<file path="src/rtl/fetch_unit.sv">
// Instruction-fetch stage: one outstanding imem request at a time, results buffered
// in a small show-ahead FIFO toward decode; redirect flushes everything in flight.
module fetch_unit #(
    parameter int DEPTH   = 2,
    parameter int INSTR_W = 32
) (
    input  logic               clk,
    input  logic               reset,
    input  logic [31:0]        pc_in,
    input  logic               redirect,
    output logic               imem_req,
    output logic [31:0]        imem_addr,
    input  logic               imem_ack,
    input  logic [INSTR_W-1:0] imem_rdata,
    output logic               pc_advance,
    output logic               id_valid,
    input  logic               id_ready,
    output logic [INSTR_W-1:0] id_instr,
    output logic [31:0]        id_pc
);
    localparam int PTR_W = (DEPTH > 1) ? $clog2(DEPTH) : 1;
    localparam logic [PTR_W:0] DEPTH_CNT = (PTR_W + 1)'(DEPTH);

    typedef enum logic [1:0] {
        S_IDLE  = 2'd0,
        S_WAIT  = 2'd1,
        S_DRAIN = 2'd2
    } state_t;

    state_t             state_reg;
    state_t             state_next;
    logic [31:0]        addr_reg;
    logic [PTR_W-1:0]   wr_ptr_reg;
    logic [PTR_W-1:0]   rd_ptr_reg;
    logic [PTR_W:0]     count_reg;
    logic [INSTR_W-1:0] last_instr_reg;
    logic [31:0]        last_pc_reg;

    logic [INSTR_W-1:0] instr_mem [DEPTH];
    logic [31:0]        pc_mem    [DEPTH];

    logic launch;
    logic push;
    logic pop;

    // Space is judged on the count before this cycle's pop, so a full FIFO always waits one cycle.
    assign launch = (state_reg == S_IDLE) && !redirect && (count_reg < DEPTH_CNT);
    assign push   = pc_advance;
    assign pop    = id_valid && id_ready && !redirect;

    // FSM: state register
    always_ff @(posedge clk) begin
        if (reset) begin
            state_reg <= S_IDLE;
        end else begin
            state_reg <= state_next;
        end
    end

    // FSM: next state
    always_comb begin
        state_next = state_reg;
        case (state_reg)
            S_IDLE:  if (launch) state_next = S_WAIT;
            S_WAIT: begin
                if (imem_ack) begin
                    state_next = S_IDLE;
                end else if (redirect) begin
                    state_next = S_DRAIN;
                end
            end
            // A request once issued is never withdrawn; its stale response is swallowed here.
            S_DRAIN: if (imem_ack) state_next = S_IDLE;
            default: state_next = S_IDLE;
        endcase
    end

    // FSM: outputs
    always_comb begin
        imem_req   = (state_reg == S_WAIT) || (state_reg == S_DRAIN);
        imem_addr  = addr_reg;
        pc_advance = (state_reg == S_WAIT) && imem_ack && !redirect;
    end

    always_ff @(posedge clk) begin
        if (reset) begin
            addr_reg <= '0;
        end else if (launch) begin
            addr_reg <= pc_in;
        end
    end

    generate
        for (genvar gi = 0; gi < DEPTH; gi++) begin : g_entry
            always_ff @(posedge clk) begin
                if (!reset && push && (wr_ptr_reg == PTR_W'(gi))) begin
                    instr_mem[gi] <= imem_rdata;
                    pc_mem[gi]    <= addr_reg;
                end
            end
        end
    endgenerate

    always_ff @(posedge clk) begin
        if (reset || redirect) begin
            wr_ptr_reg <= '0;
            rd_ptr_reg <= '0;
            count_reg  <= '0;
        end else begin
            if (push) wr_ptr_reg <= wr_ptr_reg + 1'b1;
            if (pop)  rd_ptr_reg <= rd_ptr_reg + 1'b1;
            case ({push, pop})
                2'b10:   count_reg <= count_reg + 1'b1;
                2'b01:   count_reg <= count_reg - 1'b1;
                default: count_reg <= count_reg;
            endcase
        end
    end

    // Decode sees the last consumed entry again whenever the FIFO runs empty.
    always_ff @(posedge clk) begin
        if (reset) begin
            last_instr_reg <= '0;
            last_pc_reg    <= '0;
        end else if (pop) begin
            last_instr_reg <= instr_mem[rd_ptr_reg];
            last_pc_reg    <= pc_mem[rd_ptr_reg];
        end
    end

    always_comb begin
        id_valid = (count_reg != '0);
        id_instr = last_instr_reg;
        id_pc    = last_pc_reg;
        if (id_valid) begin
            id_instr = instr_mem[rd_ptr_reg];
            id_pc    = pc_mem[rd_ptr_reg];
        end
    end

endmodule
</file>
<file path="config.mk">
export PLATFORM = sky130hd
export DESIGN_NAME = fetch_unit
export DESIGN_NICKNAME = d
export VERILOG_FILES = /design/src/rtl/fetch_unit.sv
export SDC_FILE = /design/constraint.sdc
export NUM_CORES = 1
export LEC_CHECK = 0
export ABC_CLOCK_PERIOD_IN_PS = 9250
export CAP_MARGIN = 20
export CORE_MARGIN = 5
export CORE_UTILIZATION = 45
export CTS_CLUSTER_SIZE = 25
export DETAILED_ROUTE_END_ITERATION = 10
export GPL_TIMING_DRIVEN = 0
export PLACE_DENSITY = 0.66
export SLEW_MARGIN = 30
export SYNTH_ARGS = -nofsm -noshare
export SYNTH_HDL_FRONTEND = slang
export SYNTH_SLANG_ARGS = --single-unit
export TNS_END_PERCENT = 1
</file>
<file path="constraint.sdc">
create_clock -name clk -period 9.25 [get_ports clk]
set_input_delay 2.3125 -clock clk [delete_from_list [all_inputs] [get_ports clk]]
set_output_delay 2.3125 -clock clk [all_outputs]
set_load 0.1 [all_outputs]
</file>
==> results.txt, run 1 <==
Worst setup SP type: input port
via count of the first global-routing pass: 6269
time the worst path needs with I/O delays and setup: 5940 ps
Final #Nets: 1015
IO Port Bufs: 165
xor-xnor portion of the synthesized cell area: 0.482%
TritonCTS clock tree: built
worst skew pair latency: 500 ps
Rows: 52
Simple-Gate Fraction of Synth Area: 8.95%
post-synthesis compound-gate area fraction: 13.9%
HP Class: flop to flop
final setup skew: 7.30 ps
worst hold slack: 477 ps
hold buffers post-CTS: 0
htree depth: 1
setup TNS: 0 ps
final wirelength: 20800 µm
synth-to-layout area growth: 31.6%
FILL cells: 1694
final period utilization: 64.2%
die width: 152 µm
Worst Setup Path Type: input port to output port
Synth async-reset ratio: 0%
Req. time, crit path: 6940 ps
CP startpoint: imem_ack
Final Cell Area: 0.0120 mm²
most common cell in the netlist: nor2_1
slew margin rel.: 29.4%
Die Y: 152 µm
Initial Util: 45.3%
status: completed
post-synthesis adder-cell area fraction: 0.689%
Avg Cell Area, Syn: 12.3 µm²
number of max-cap violations: 0
Worst IR Drop VDD: 0.144 mV
initial antenna violation count: 2
Final Hold Violating Endpoints: 0
fin worst setup slack: 3310 ps
Worst R2R Setup Slack: 6970 ps
vias per cell: 5.00
crit path DAT: 3630 ps
biggest regs: instr_mem (64), pc_mem (64)
largest net degree at the start of global routing: 36
vias post-DR: 6148
CTS resizes: 0
largest family of logic cells by synthesized area: compound AO/OA/AOI/OAI gates
placed instance count: 1185
crit path max fanout: 5
static leakage: 3.97 nW
Iter 0 DRT Violations: 304
Post-Syn Area: 0.00908 mm²
ys flop type: edfxtp_1
post-route ant nets: 0
Worst R2R End: instr_mem[0][8]
placed cell areas: 0.0112 mm²
HPWL Detailed: 14800 µm
Reg clk slew, reported paths: 60 ps
RSZ-0062 raised after global routing: no
Yosys top cell area share: 42.3%
syn nets: 814
Num CTS Buffers: 24
Setup Buffers After CTS: 0
multiplexer share of the synthesized area: 7.05%
Hold Path Depth: 0
Final Setup Violations: 0
first-pass GRT wire length: 33300 µm
Max clock buf depth: 3
DR WL/cell: 16.9 µm
Congestion Overflow GR: 0
PnR Total Power: 2.54 mW
Worst-Margin Slew: 1060 ps
sequential area share after synthesis: 65.0%
crit path to: pc_advance
Ports: 168
Crit. End Element: output port
flops & latches, synth: 231
pre-CTS setup slack: 2600 ps
Post-route DRC: 0
GR Util All Layers: 17.6%
Final Max Tran Viols: 0
Area contributors post-synth: edfxtp_1 42%, dfxtp_1 23%, mux2i_1 7.1%
worst r2r path cells: 8
Final Non-Filler Cells: 1230
fin util: 59.7%
power density cells: 213 mW/mm²
Fmax: 168 MHz
Post-synth top cells: 131 x nor2_1, 128 x edfxtp_1, 103 x dfxtp_1
Yosys cell types: 30
number of synthesized flops with an enable pin: 128
Core Box Area: 0.0200 mm²
Pre-antenna DRT Iters: 5
reg2reg start: state_reg[1]
fraction of layout cells with a size suffix above 1: 15.3%
Root Buffer: clkbuf_16
CTS sink cnt: 231
gpl congestion: 0.759
area leader, netlist: edfxtp_1
yosys warns: 0
Post-Synthesis Cells: 740
Die ar.: 0.0231 mm²
==> critical path: stages <==
cell             delay, ps
clkdlybuf4s50_1        550
nand2_1                170
inv_1                  110
clkbuf_2               480
==> cells in the final DEF (no fill, tap or decap), types with 2 or more instances in the layout <==
master,instances
xor2_1,3
clkbuf_1,18
buf_1,2
o31ai_1,2
a211oi_2,50
bufinv_16,3
mux2i_1,64
a211oi_1,14
buf_2,26
nor2_1,131
clkbuf_16,25
xnor2_1,2
edfxtp_1,128
buf_4,20
clkbuf_8,2
dfxtp_1,103
clkdlybuf4s50_1,160
inv_1,4
nor3_1,5
nand2_1,66
buf_6,9
a21oi_1,96
clkinv_2,5
ha_1,5
==> layer usage <==
metal | vias to the layer above | global-route usage [%] | share of wire (%)
li1 | 3051 | - | -
met1 | 2879 | 22.7 | 43
met2 | 182 | 28.8 | 46
met3 | 34 | 5.83 | 8.4
met4 | 2 | 4.15 | 1.8
met5 | - | 0 | 0.096
==> logic make-up after synthesis <==
group | count (synthesis)
xor gates and xnor gates | 5
AOI/OAI and AO/OA | 167
buffers and inverters | 59
and+or+nand+nor | 209
adders and majority gates | 5
muxes | 64
DFF | 231
==> layout make-up <==
| class | count | area [µm²] | area share, % |
|---|---|---|---|
| flip-flops and latches | 231 | 5910 | 49.4 |
| multi-input cells | 450 | 2830 | 23.7 |
| repair buffers | 175 | 1720 | 14.4 |
| clock buffers | 34 | 679 | 5.68 |
| plain buffers | 55 | 339 | 2.84 |
| well taps | 270 | 338 | 2.83 |
| clock inverters | 10 | 126 | 1.06 |
| inverters | 4 | 15.0 | 0.126 |
| diodes | 1 | 2.50 | 0.0209 |
==> power by group <==
group	leakage, nW	internal (mW)	switching, mW
clock	0.394	0.595	0.374
sequential	2.00	1.12	0.0189
combinational	1.57	0.112	0.327
==> how the worst min path moves through the flow <==
stage	start	slack, ps	endpoint
after floorplan	last_instr_reg[0]	480	last_instr_reg[0]
after global placement	imem_addr[18]	460	pc_mem[0][18]
after detailed placement	imem_addr[18]	470	pc_mem[1][18]
after CTS	imem_addr[4]	480	pc_mem[0][4]
after global routing	imem_addr[5]	500	pc_mem[1][5]
final	imem_addr[18]	480	pc_mem[1][18]
Note: power is estimated with default switching activity, not from simulation.
==> run 2: changes to the inputs <==
Settings changed: ABC_CLOCK_PERIOD_IN_PS 9250 to 5200, PLACE_DENSITY 0.66 to 0.69.
Clock period 9.25 ns to 5.2 ns, I/O delays scaled along.
==> results.txt, run 2 (same netlist as run 1, synthesis figures left out) <==
Buf/Inv on CP: 3 (unchanged)
GR Util All Layers: 17.2% (-0.35 points)
fraction of layout cells with a size suffix above 1: 15.2% (-0.11 points)
CTS resizes: 0 (unchanged)
Initial Util: 45.3% (unchanged)
Req. time, crit path: 3900 ps (-3040 ps)
slowest stage delay, CP: 1190 ps (+640 ps)
gpl congestion: 0.737 (-3.0%)
IO Port Bufs: 165 (unchanged)
Max clock buf depth: 3 (unchanged)
status: completed
synth-to-layout area growth: 31.5% (about the same)
largest net degree at the start of global routing: 34 (-5.6%)
time the worst path needs with I/O delays and setup: 4400 ps
Iter 0 DRT Violations: 293 (-3.6%)
Final Hold Violating Endpoints: 0 (unchanged)
post-route ant nets: 0 (unchanged)
CTS sink cnt: 231 (unchanged)
number of max-cap violations: 0 (unchanged)
TritonCTS clock tree: built
slowest library cell on the worst path: clkdlybuf4s50_1
static leakage: 3.94 nW (-0.65%)
most frequent cells in the layout: 162 x clkdlybuf4s50_1, 131 x nor2_1, 128 x edfxtp_1, 103 x dfxtp_1, 96 x a21oi_1
final wirelength: 20600 µm (-0.70%)
fin util: 59.6% (about the same)
final setup skew: 7.91 ps (+0.609 ps)
Die Y: 152 µm (unchanged)
power density cells: 376 mW/mm² (+77%)
Post-route DRC: 0 (unchanged)
most used cell, CP: buf_2
Worst setup SP type: flop
Rows: 52 (unchanged)
die width: 152 µm (unchanged)
Fmax: 227 MHz
Final Max Tran Viols: 0 (unchanged)
via count of the first global-routing pass: 5924 (-5.5%)
Setup Buffers After CTS: 0 (unchanged)
final period utilization: 84.7%
crit path DAT: 3100 ps (-530 ps)
Core Box Area: 0.0200 mm² (unchanged)
Die ar.: 0.0231 mm² (unchanged)
vias post-DR: 6067 (-1.3%)
HPWL Detailed: 14500 µm (-2.1%)
placed cell areas: 0.0112 mm² (about the same)
slew margin rel.: 30.6% (+1.1 points)
worst path cell trace: or2_1 > buf_2 > buf_2 > nor2_1 > a21oi_1 > clkdlybuf4s50_1
worst skew pair latency: 490 ps (about the same)
htree depth: 1 (unchanged)
Final #Nets: 1011 (-0.39%)
Worst Setup Path Type: flop to output port
n_diodes: 0 (-1)
Final Setup Violations: 0 (unchanged)
Root Buffer: clkbuf_16
crit path max fanout: 10 (+5)
FILL cells: 1708 (+0.83%)
initial antenna violation count: 0 (-2)
Reg clk slew, reported paths: 60 ps (about the same)
Worst-Margin Slew: 1040 ps (-17.0 ps)
DR WL/cell: 16.9 µm (-0.13%)
Congestion Overflow GR: 0 (unchanged)
Pre-antenna DRT Iters: 4 (-1)
hold buffers post-CTS: 0 (unchanged)
Worst IR Drop VDD: 0.290 mV (+100%)
HP Class: flop to flop
Crit. End Element: output port
Num CTS Buffers: 23 (-4.2%)
biggest regs: instr_mem (64), pc_mem (64)
Final Cell Area: 0.0119 mm² (about the same)
CP delay by family, top: buffers and inverters
vias per cell: 4.96 (-0.75%)
Ports: 168 (unchanged)
most common cell after layout, fill and taps aside: clkdlybuf4s50_1
RSZ-0062 raised after global routing: no
first-pass GRT wire length: 32600 µm (-2.1%)
[run 2: cell types whose count changed in the layout (fill, tap and decap cells not counted), moves of 3 or more]
cell / change
buf_4: -8
buf_6: +3
clkbuf_1: -6
clkinv_2: +3
[run 2: power breakdown]
| part | switching, mW | internal (mW) | leakage, nW |
|---|---|---|---|
| Sequential | 0.0331 | 1.99 | 2.00 |
| Combinational | 0.582 | 0.197 | 1.56 |
| Clock | 0.681 | 1.01 | 0.387 |
| Total | 1.30 | 3.20 | 3.94 |
[run 2: cell type report]
cell class / count / area, µm² / share of cell area [%]
plain buffers: 55 / 339 / 2.84
multi-input cells: 450 / 2840 / 23.8
clock inverters: 17 / 198 / 1.65
clock buffers: 24 / 579 / 4.85
repair buffers: 172 / 1730 / 14.5
flip-flops and latches: 231 / 5910 / 49.4
well taps: 270 / 338 / 2.83
inverters: 4 / 15.0 / 0.126
[run 2: through the flow]
step | cells | setup WS, ps | hold slack [ps] | total power [mW] | setup TNS (ps)
2_1_floorplan | 740 | 525 | 478 | 2.62 | 0
3_3_place_gp | 1175 | -1520 | 458 | 2.84 | -97090
3_5_place_dp | 1182 | 593 | 467 | 2.84 | 0
4_1_cts | 1223 | 585 | 482 | 4.54 | 0
5_1_grt | 1223 | 658 | 498 | 4.65 | 0
6_report | 1223 | 797 | 483 | 4.49 | 0
[run 2: path summary, 6_finish.rpt]
| path | startpoint | end | slack, ps | depth (start not counted) |
|---|---|---|---|---|
| setup / recovery | count_reg[1] | id_pc[0] | 800 | 6 |
| hold / removal | imem_addr[25] | pc_mem[1][25] | 480 | 0 |
| setup reg to reg | state_reg[1] | instr_mem[0][18] | 2850 | 8 |
| hold reg to reg | imem_addr[25] | pc_mem[1][25] | 480 | 0 |
[run 2: routing by layer]
metal  up-vias  track usage [%]  share of wire [%]
li1       3031                -                  -
met1      2871             22.9                 45
met2       146             28.9                 48
met3        19             4.04                5.8
met4         0             3.77                1.4
met5         -                0                  0
==> run 3: changes to the inputs <==
Settings changed: ABC_CLOCK_PERIOD_IN_PS 5200 to 4040.
Clock period 5.2 ns to 4.04 ns, I/O delays scaled along.
==> results.txt, run 3 (same netlist as run 1, synthesis figures left out) <==
Final Non-Filler Cells: 1224 (+0.082%)
Die ar.: 0.0231 mm² (unchanged)
crit path to: id_instr[11]
Worst Setup Path Type: flop to output port
PnR Total Power: 5.87 mW (+31%)
Req. time, crit path: 3030 ps (-870 ps)
fin worst setup slack: 126 ps (-671 ps)
hold buffers post-CTS: 0 (unchanged)
Worst R2R Setup Slack: 1780 ps (-1070 ps)
Post-route DRC: 0 (unchanged)
Reg clk slew, reported paths: 60 ps (about the same)
final wirelength: 20600 µm (-0.14%)
final period utilization: 96.9%
synth-to-layout area growth: 31.9%
slew margin rel.: 31.0% (+0.46 points)
die width: 152 µm (unchanged)
htree depth: 1 (unchanged)
CP startpoint: count_reg[1]
CTS sink cnt: 231 (unchanged)
Max clock buf depth: 3 (unchanged)
Root Buffer: clkbuf_16
status: completed
pre-CTS setup slack: 13.8 ps (-579 ps)
Rows: 52 (unchanged)
Worst-Margin Slew: 1030 ps (-5.30 ps)
crit path DAT: 2900 ps (-200 ps)
first-pass GRT wire length: 33000 µm (+1.2%)
biggest regs: instr_mem (64), pc_mem (64)
Core Box Area: 0.0200 mm² (unchanged)
DR WL/cell: 16.8 µm (-0.22%)
Die Y: 152 µm (unchanged)
Hold Path Depth: 0 (unchanged)
number of max-cap violations: 0 (unchanged)
Fmax: 255 MHz
Final Hold Violating Endpoints: 0 (unchanged)
Iter 0 DRT Violations: 270 (-7.8%)
static leakage: 4.39 nW (+11%)
Final Max Tran Viols: 0 (unchanged)
largest net degree at the start of global routing: 42 (+24%)
crit path max fanout: 10 (unchanged)
Worst setup SP type: flop
Congestion Overflow GR: 0 (unchanged)
Worst IR Drop VDD: 0.324 mV (+12%)
Num CTS Buffers: 23 (unchanged)
Initial Util: 45.3% (unchanged)
vias per cell: 4.91 (-0.95%)
via count of the first global-routing pass: 6077 (+2.6%)
final setup skew: 8.57 ps (+0.664 ps)
post-route ant nets: 0 (unchanged)
Final Setup Violations: 0 (unchanged)
vias post-DR: 6014 (-0.87%)
Worst R2R End: instr_mem[1][23]
Ports: 168 (unchanged)
worst r2r path cells: 7 (-1)
worst hold slack: 485 ps (+2.15 ps)
HP Class: flop to flop
IO Port Bufs: 165 (unchanged)
FILL cells: 1699 (-0.53%)
Final #Nets: 1011 (unchanged)
placed instance count: 1182 (unchanged)
TritonCTS clock tree: built
worst skew pair latency: 490 ps (about the same)
GR Util All Layers: 17.5% (+0.26 points)
power density cells: 490 mW/mm² (+30%)
HPWL Detailed: 14600 µm (+0.67%)
Pre-antenna DRT Iters: 4 (unchanged)
gpl congestion: 0.728 (-1.2%)
initial antenna violation count: 1 (+1)
Crit. End Element: output port
fraction of layout cells with a size suffix above 1: 14.9% (-0.31 points)
most common cell after layout, fill and taps aside: nor2_1
time the worst path needs with I/O delays and setup: 3910 ps
reg2reg start: state_reg[1]
most frequent cells in the layout: 131 x nor2_1, 128 x edfxtp_1, 104 x clkdlybuf4s50_1, 103 x dfxtp_1, 96 x a21oi_1
RSZ-0062 raised after global routing: no
-- run 3: cell types whose count changed in the layout (fill, tap and decap cells not counted), sizes merged --
cell           before  now
dlygate4sd2         0   46
diode               0    1
clkinv             10    3
dlymetal6s2s        0   12
clkdlybuf4s50     162  104
inv                 6    4
bufinv              4    5
clkbuf             36   43
clkinvlp            1    2
-- run 3: what timing repair did --
item	4_1_cts	5_1_grt
setup endpoints to repair	46	12
gates resized for setup	46	12
setup buffers	0	0
-- run 3: worst min-delay path by stage --
stage	start	to	slack (ps)
after floorplan	last_instr_reg[0]	last_instr_reg[0]	480
after global placement	imem_addr[7]	pc_mem[0][7]	460
after detailed placement	imem_addr[2]	pc_mem[0][2]	470
after CTS	imem_addr[23]	imem_addr[23]	490
after global routing	imem_addr[25]	pc_mem[0][25]	510
final	imem_addr[25]	pc_mem[0][25]	490
-- run 3: metrics by stage --
| step | area, µm² | TNS [ps] | utilization (%) |
|---|---|---|---|
| 6_report | 12000 | 0 | 59.8 |
| 2_1_floorplan | 9090 | -9750 | - |
| 5_1_grt | 12000 | 0 | 59.8 |
| 4_1_cts | 12000 | 0 | 59.7 |
| 3_5_place_dp | 11200 | 0 | 55.8 |
| 3_3_place_gp | 11100 | -97390 | 55.3 |
-- run 3: worst max-delay path, stage by stage (launching register included) --
cell,delay (ps)
dfxtp_1,370
or2_1,280
buf_2,210
buf_2,230
a21oi_1,170
clkdlybuf4s50_1,1150
-- run 3: final cells by class --
type	instances	area (µm²)	share of cell area [%]
flip-flops and latches	231	5910	49.3
multi-input cells	450	2840	23.7
repair buffers	172	1710	14.3
clock buffers	31	656	5.47
plain buffers	55	339	2.83
well taps	270	338	2.82
clock inverters	10	178	1.48
inverters	4	15.0	0.125
diodes	1	2.50	0.0209
-- run 3: metal layers --
metal / vias up / global-route usage (%) / part of all wire (%)
li1: 3049 / - / -
met1: 2787 / 22.4 / 44
met2: 146 / 29.5 / 48
met3: 32 / 4.44 / 6.0
met4: 0 / 4.75 / 2.1
met5: - / 0 / 0
-- run 3: power by group --
group / switching (mW) / internal [mW]
clock network: 0.835 / 1.45
registers: 0.0435 / 2.56
logic: 0.746 / 0.238
total: 1.62 / 4.25
